**src/rtl/run_pattern_generator.sv**
```systemverilog
// -----------------------------------------------------------------------------
// run_pattern_generator
//
// Serial stimulus transmitter for the run-of-four sequence detector. A parallel
// pattern (bit 0 first) and a length are accepted in IDLE and shifted out on w,
// one bit per Clock. Alongside the serial stream the block produces z_exp, the
// golden "four or more equal consecutive bits" flag, timed to match the
// detector's state-based z output so the two can be compared directly.
//
// Optional feature macro: PATTERN_REPEAT_EN
//   When defined, a repeat_i input is added. If repeat_i is high in the cycle
//   the last bit of a pass is emitted, the pattern is reloaded from a shadow
//   copy and shifting continues with no gap and no done pulse. The input is
//   named repeat_i because "repeat" is a reserved word.
//
// Parameters
//   WIDTH  pattern register width in bits (>= 4)
//   CNT_W  width of the length field and bit counter; must be able to hold WIDTH
//
// Ports
//   Clock     in   1      single clock, rising edge
//   Reset     in   1      asynchronous, active-low
//   in_valid  in   1      a pattern is offered
//   in_ready  out  1      generator can accept a pattern (IDLE, out of reset)
//   in_pat    in   WIDTH  pattern to transmit, bit 0 sent first
//   in_len    in   CNT_W  number of bits to send (clamped to WIDTH)
//   repeat_i  in   1      [PATTERN_REPEAT_EN] reload pattern after last bit
//   w         out  1      serial data; holds the last emitted bit when idle
//   w_valid   out  1      w carries a pattern bit this cycle
//   z_exp     out  1      expected detector output
//   busy      out  1      state != IDLE
//   done      out  1      one-cycle pulse in the cycle after the last bit
// -----------------------------------------------------------------------------
module run_pattern_generator #(
  parameter int WIDTH = 16,
  parameter int CNT_W = 5
) (
  input  logic             Clock,
  input  logic             Reset,
  input  logic             in_valid,
  output logic             in_ready,
  input  logic [WIDTH-1:0] in_pat,
  input  logic [CNT_W-1:0] in_len,
`ifdef PATTERN_REPEAT_EN
  input  logic             repeat_i,
`endif
  output logic             w,
  output logic             w_valid,
  output logic             z_exp,
  output logic             busy,
  output logic             done
);

  typedef enum logic [1:0] {
    ST_IDLE  = 2'd0,
    ST_SHIFT = 2'd1,
    ST_DONE  = 2'd2
  } state_e;

  localparam logic [CNT_W-1:0] WIDTH_C = CNT_W'(WIDTH);
  localparam logic [CNT_W-1:0] ONE_C   = CNT_W'(1);
  localparam logic [2:0]       RUN_MAX = 3'd4;

  // Lengths beyond the pattern register are clamped to the register width.
  function automatic logic [CNT_W-1:0] clamp_len(input logic [CNT_W-1:0] len);
    if (len > WIDTH_C) begin
      return WIDTH_C;
    end
    return len;
  endfunction

  // Run length update: saturate at four on a repeated bit, restart at one on a
  // change. Saturation keeps the counter small; only "reached four" matters.
  function automatic logic [2:0] run_step(input logic [2:0] run, input logic same);
    if (!same) begin
      return 3'd1;
    end
    if (run >= RUN_MAX) begin
      return RUN_MAX;
    end
    return run + 3'd1;
  endfunction

  state_e           state_q, state_d;
  logic [WIDTH-1:0] sr_q, sr_d;
  logic [CNT_W-1:0] rem_q, rem_d;
  logic [2:0]       run_q, run_d;
  logic             last_q, last_d;
  logic             z_q, z_d;
  logic             take;
  logic             emit;

`ifdef PATTERN_REPEAT_EN
  logic [WIDTH-1:0] shd_pat_q, shd_pat_d;
  logic [CNT_W-1:0] shd_len_q, shd_len_d;
`endif

  // in_ready is also gated by Reset so it reads 0 throughout reset.
  assign in_ready = (state_q == ST_IDLE) && Reset;
  assign take     = in_valid && in_ready;
  assign emit     = (state_q == ST_SHIFT);

  // When not shifting, w repeats the last emitted bit so it never toggles
  // between patterns; last_q is the run tracker's copy of that bit.
  assign w        = emit ? sr_q[0] : last_q;
  assign w_valid  = emit;
  assign z_exp    = z_q;
  assign busy     = (state_q != ST_IDLE);
  assign done     = (state_q == ST_DONE);

  always_comb begin
    state_d = state_q;
    sr_d    = sr_q;
    rem_d   = rem_q;
`ifdef PATTERN_REPEAT_EN
    shd_pat_d = shd_pat_q;
    shd_len_d = shd_len_q;
`endif

    case (state_q)
      ST_IDLE: begin
        if (take) begin
          sr_d  = in_pat;
          rem_d = clamp_len(in_len);
`ifdef PATTERN_REPEAT_EN
          shd_pat_d = in_pat;
          shd_len_d = clamp_len(in_len);
`endif
          // A zero-length request skips straight to the done pulse.
          state_d = (in_len == '0) ? ST_DONE : ST_SHIFT;
        end
      end

      ST_SHIFT: begin
        sr_d  = sr_q >> 1;
        rem_d = rem_q - ONE_C;
        // "<=" rather than "==" so a corrupted zero count still terminates.
        if (rem_q <= ONE_C) begin
          state_d = ST_DONE;
`ifdef PATTERN_REPEAT_EN
          if (repeat_i) begin
            state_d = ST_SHIFT;
            sr_d    = shd_pat_q;
            rem_d   = shd_len_q;
          end
`endif
        end
      end

      ST_DONE: begin
        state_d = ST_IDLE;
      end

      default: begin
        state_d = ST_IDLE;
      end
    endcase
  end

  // Run tracker: follows the continuous stream across patterns, updated only
  // on bit cycles. z is registered from the updated run so it rises the cycle
  // after the fourth equal bit, like the detector's Moore output.
  always_comb begin
    run_d  = run_q;
    last_d = last_q;
    if (emit) begin
      run_d  = run_step(run_q, sr_q[0] == last_q);
      last_d = sr_q[0];
    end
    z_d = (run_d == RUN_MAX);
  end

  always_ff @(posedge Clock or negedge Reset) begin
    if (!Reset) begin
      state_q <= ST_IDLE;
      sr_q    <= '0;
      rem_q   <= '0;
      run_q   <= '0;
      last_q  <= 1'b0;
      z_q     <= 1'b0;
    end else begin
      state_q <= state_d;
      sr_q    <= sr_d;
      rem_q   <= rem_d;
      run_q   <= run_d;
      last_q  <= last_d;
      z_q     <= z_d;
    end
  end

`ifdef PATTERN_REPEAT_EN
  always_ff @(posedge Clock or negedge Reset) begin
    if (!Reset) begin
      shd_pat_q <= '0;
      shd_len_q <= '0;
    end else begin
      shd_pat_q <= shd_pat_d;
      shd_len_q <= shd_len_d;
    end
  end
`endif

endmodule

```
**config.mk**
```make
export PLATFORM = sky130hd
export DESIGN_NAME = run_pattern_generator
export DESIGN_NICKNAME = d
export VERILOG_FILES = /design/src/rtl/run_pattern_generator.sv
export SDC_FILE = /design/constraint.sdc
export NUM_CORES = 1
export LEC_CHECK = 0
export BUFFER_PORTS_ARGS = -buffer_cell sky130_fd_sc_hd__buf_2
export CORE_MARGIN = 4
export CORE_UTILIZATION = 25
export CTS_BUF_LIST = sky130_fd_sc_hd__clkbuf_16
export DETAILED_ROUTE_END_ITERATION = 8
export GPL_ROUTABILITY_DRIVEN = 0
export PLACE_DENSITY = 0.45
export SLEW_MARGIN = 15
export SYNTH_ARGS = -nofsm -noshare
export SYNTH_HDL_FRONTEND = slang
export SYNTH_SLANG_ARGS = --single-unit
```
**constraint.sdc**
```tcl
create_clock -name Clock -period 3.95 [get_ports Clock]
set_clock_uncertainty 0.1 [all_clocks]
set_input_delay 0.5925 -clock Clock [delete_from_list [all_inputs] [get_ports Clock]]
set_output_delay 0.5925 -clock Clock [all_outputs]
set_load 0.05 [all_outputs]
```
Yosys cells after proc, flatten, opt, wreduce, memory -nomap -nowiden. Cells that the tools add are included.

Bits in registers: 28. Bits of input ports: 24. Output and inout bits: 6. Word-level logic and storage cells: 49.

Add/sub/neg operators: 2. Magnitude comparators: 3. Equal/unequal tests: 6. Mux-type cells: 24. Reductions and logical operators: 8.

Operators by type and width (number): one-hot mux 16 bit (2 select lines) (1); 2-to-1 mux 16 bit (1); 2-to-1 mux 3 bit (5); 2-to-1 mux 5 bit (3); one-hot mux 5 bit (2 select lines) (1); 2-to-1 mux 1 bit (9); 2-to-1 mux 2 bit (3); greater-than comparator 5 bit (second input constant) (1); less-or-equal comparator 5 x 1 -> 1 bit (second input constant) (1); zero test 5 bit (1); subtractor 5 x 1 -> 5 bit (second input constant) (1); one-hot mux 2 bit (2 select lines) (1); AND reduction 2 bit (2); nonzero test 2 bit (2); adder 3 x 1 -> 3 bit (second input constant) (1); equality test 3 bit (second input constant) (1); >= comparator 3 bit (second input constant) (1); equality test 2 x 1 -> 1 bit (second input constant) (1); equality test 2 bit (second input constant) (1); logical AND 1 bit (2); zero test 2 bit (1); inequality test 2 x 1 -> 1 bit (second input constant) (1); inequality test 2 bit (second input constant) (1); equality test 1 bit (1).

Logic depth before layout (Yosys ltp).
Depth after elaboration: 9. Depth in mapped cells: 5. Mapped depth without buffers: 5.

Worst setup path before layout. OpenSTA, ideal clock, no wires.

Kind: flip-flop to output port. From: reg state_q[0]. To: out in_ready. Data arrival time: 1546 ps. Data required time: 3257 ps. Path slack: 1711 ps. Cell stages (with the launch flop): 3. Path buffers: 0. Cell sequence: dfrtp_1 or2_2 nor2_1.

Cells in the longest elaborated chain, start to end: 2.

RTL lines: start, declared (line 84) `state_e state_q, state_d;`; start signal, assigned (line 182) `state_q <= state_d;`; zero test 2 bit (line 99) `assign in_ready = (state_q == ST_IDLE) && Reset;`; logical AND 1 bit (line 99); end, declared (line 41) `output logic in_ready,`.

Every way passes these cells.

Final worst setup path.
From: reg state_q[1]. To: out w.

Cells in the longest elaborated chain, start to end: 2.

RTL lines: equality test 2 x 1 -> 1 bit (line 101) `assign emit = (state_q == ST_SHIFT);`; 2-to-1 mux 1 bit; end, declared (line 47) `output logic w,`.

Every way passes these cells.

==> impl.org <==
** GRT
- After global routing the overflow that remains totals 0.
- The number of antenna violations at the first check in global routing is 0.
- The number of global-route vias before repair is 1180.
- Across every metal layer, demand over resource in global routing totals 0.1000.
- Entering global routing, the biggest net connects 39 pins.
- Global-route wire length before repair :: 5754 um

** Setup path
- The worst setup path is captured at a primary output.
- Required time of the critical path :: 3260 ps
- Startpoint Class :: flop
- The setup check on the worst reg-to-reg path leaves a slack of 2230 ps.
- Arrival @ worst endpoint :: 1660 ps
- WS Path Type :: reg2out
- Along the worst path, the maximum fanout reaches 12.

** Synth
- YS warnings :: 0
- For this run, asynchronously set or reset flops after synthesis account for 1.000.
- A synthesized cell averages 8.984 um^2.
- Synthesized netlist cell count :: 161
- Summed instance area of the synthesized netlist :: 1446 um^2
- Of the total synthesized cell area, the portion taken by AND, OR, NAND and NOR gates is 0.2578.
- Counting flops and latches in the post-synthesis netlist gives 28.
- Of the synthesized area, sequential elements account for 0.4844.
- Number of library cell types mapped by synthesis :: 38
- Top flip-flop cell by instance count after synthesis :: sky130_fd_sc_hd__dfrtp_1
- Fraction of the mapped netlist area in compound gates :: 0.1497
- Of the total synthesized cell area, the portion taken by full adders, half adders and majority gates is 0.03460.
- By area, the combinational part of the netlist is dominated by simple AND/OR/NAND/NOR gates.
- Of the post-synthesis cell area, the part taken by muxes is 0.02163.
- The number of nets in the synthesized netlist is 189.
- Fraction of synthesized cell area in xor and xnor cells :: 0.006055
- Count of flip-flops with a built-in enable after synthesis :: 0

** STA
- Summed over all failing endpoints, the final setup total negative slack is 0 ps.
- Final hold vios :: 0
- Slack of the critical path :: 1597 ps
- Setup repair after global routing missed its margin :: false
- # setup viols final :: 0
- Relative slew slack :: 0.6958
- Part of the cycle the worst path needs :: 0.5958
- The total count of max-transition violations in the final report is 0.
- The worst path needs 2353 ps of the cycle, external delays included.
- Based on the critical path, the design can be clocked at up to 424.9 MHz.
- For the pin with the worst max-slew slack, the measured transition is 456.3 ps.

** Cells and area
- Filler Cell Count :: 607
- Growth of design area from synthesis to finish :: 19.98%
- Fraction of layout instances using a drive strength above 1 :: 0.2193
- At the end of the flow the core is filled with cells to 0.3113.
- For this run, the number of standard cells in the final layout without fillers is 259.
- The number of antenna diodes in the final layout is 0.
- The library cells used most frequently in the layout, excluding fill and tap cells, are sky130_fd_sc_hd__nand2_1 (39), sky130_fd_sc_hd__buf_2 (29), sky130_fd_sc_hd__dfrtp_1 (28).
- Net total in the final layout :: 217
- The library cell used most frequently in the layout, excluding fill and tap cells, is sky130_fd_sc_hd__nand2_1.

** Clock network
- CTS built an H-tree with a depth of 1.
- For this design, the CTS-stage hold fixing added 0 buffers.
- Clock-pin slew of the registers on the worst-case setup and hold paths :: 60 ps
- Number of buffers created by CTS :: 3
- Clock root cell :: sky130_fd_sc_hd__clkbuf_16
- Clk Latency, worst-skew pair :: 260 ps
- Maximum clock insertion buffer count :: 2
- For this design, the sink count on the clock tree is 28.
- In this run the post-CTS setup repair buffer count came out at 0.
- TritonCTS built the clock tree.
- Post-CTS repair changed the size of 0 cells.

** Pwr
- Across the VDD grid, the largest voltage drop is 412.3 uV.
- Switching power as a share of total power :: 0.4305
- Share of power burned in combinational logic :: 0.457
- Relative contribution of the clock network to total power :: 0.163
- Of the total power, registers draw 0.380.
- Net switching power figure :: 0.0005991 W
- Static leakage power :: 0.8026 nW
- Internal power consumption :: 0.0007923 W
- Dividing total power by cell area gives a power density of 801.8 nW/um^2.

** Detailed routing
- Vias :: 1198
- The first routing iteration left 114 violations.
- Count of nets left with antenna violations after detail routing :: 0
- First drt pass iteration count :: 4
- After detailed routing, the number of remaining DRC violations is 0.
- Summed over all layers, the routed wires come to 3341 um.
- Via density per instance :: 4.625
- Drt wl/cell :: 12.90 um

** Placement
- HPWL Detailed :: 2338 um
- Number of buffers inserted by port buffering :: 29
- Once placement completed, the tool counted placed cells totaling 256.
- Before CTS, the worst setup slack after placement is 1753 ps.

** Die
- Core Rows :: 27
- Floorplan die area :: 7066 um^2
- The floorplan step set the die width to 84.06 um.
- Floorplan Core Area :: 5574 um^2
- The floorplan step set the die height to 84.06 um.
- For this configuration, the core starts out at a cell density of 0.2595.
- Io pins :: 30

** Run
- Count of maximum capacitance violations :: 0

** Outcome
- The run finished with clean final reports.

** Worst hold path
- In this run the worst hold path is classified as in2async.
[registers in the layout, indices dropped and copies added, names as in the netlist]
signal / count
last_q: 1
z_exp: 1
rem_q: 5
run_q: 3
state_q: 2
sr_q: 16
[layer usage]
layer  GRT usage  vias to the layer above  part of all wire  routed length (um)
met5           0                        -                 0                   0
met3     0.02764                        0             0.045                 150
met1      0.1336                      566              0.49                1623
met2      0.1671                       25              0.47                1567
li1            -                      607                 -                   -
met4    0.008772                        0                 0                   0
[cells by family (layout without fill, tap and decap cells)]
group / count (synthesis) / after routing
buffers and inverters: 15 / 41
xor gates and xnor gates: 1 / 1
muxes: 3 / 3
and+or+nand+nor: 79 / 79
adders and majority gates: 4 / 4
AOI/OAI and AO/OA: 31 / 31
DFF: 28 / 28
[power by group through the flow]
stage,clock (W),combinational (W),sequential [W]
finish,0.000226,0.000636,0.000529
global route,0.000247,0.000726,0.000551
CTS,0.000238,0.000651,0.000529
detailed placement,0,0.000655,0.000530
global placement,0,0.000646,0.000535
floorplan,0,0.000517,0.000516
[synth_stat cells, types with 2 or more instances]
library cell	number	area, um^2
sky130_fd_sc_hd__a31oi_1	17	106.4
sky130_fd_sc_hd__mux2i_1	2	20.02
sky130_fd_sc_hd__o21ai_0	3	15.01
sky130_fd_sc_hd__nor2_1	20	75.07
sky130_fd_sc_hd__inv_1	6	22.52
sky130_fd_sc_hd__nand3b_1	2	15.01
sky130_fd_sc_hd__o21a_1	2	15.01
sky130_fd_sc_hd__nand2b_1	2	12.51
sky130_fd_sc_hd__dfrtp_1	28	700.7
sky130_fd_sc_hd__nand4bb_1	2	22.52
sky130_fd_sc_hd__buf_2	8	40.04
sky130_fd_sc_hd__nand2_1	39	146.4
sky130_fd_sc_hd__nor3_1	2	10.01
sky130_fd_sc_hd__ha_1	4	50.05
[critical path, cell delays in order, from the launching register on]
cell and delay [ps]:
sky130_fd_sc_hd__dfrtp_1 440, sky130_fd_sc_hd__nand2b_1 180, sky130_fd_sc_hd__inv_1 330, sky130_fd_sc_hd__nand2_1 110, sky130_fd_sc_hd__nand2_1 90, sky130_fd_sc_hd__buf_2 260
[per-stage QoR]
step	total power [W]	instance area [um^2]	hold WS, ps
after global routing	0.001524	1735	137.8
after detailed placement	0.001185	1660	407.0
final	0.001391	1735	121.9
after CTS	0.001419	1735	131.7
after floorplan	0.001034	1446	196.9
after global placement	0.001181	1660	402.6
[final timing paths]
kind / to / depth (start not counted) / from
worst max register to register: rem_q[3]$_DFFE_PN0P_ / 3 / state_q[1]$_DFFE_PN0P_
max in group asynchronous: sr_q[11]$_DFFE_PN0P_ / 2 / Reset
min in group Clock: state_q[1]$_DFFE_PN0P_ / 1 / state_q[1]$_DFFE_PN0P_
worst min register to register: state_q[1]$_DFFE_PN0P_ / 1 / state_q[1]$_DFFE_PN0P_
worst max-delay path: w / 5 / state_q[1]$_DFFE_PN0P_
worst min-delay path: run_q[1]$_DFF_PN0_ / 1 / Reset
[layout make-up]
class	instances	area [um^2]	share of cell area
clock buffer	3	75.07	0.04326
inverter	6	22.52	0.01298
multi-input combinational	118	679.4	0.3915
sequential	28	700.7	0.4038
tap	72	90.09	0.05191
timing repair buffer	32	167.7	0.09661
Note: power is estimated with default switching activity, not from simulation.
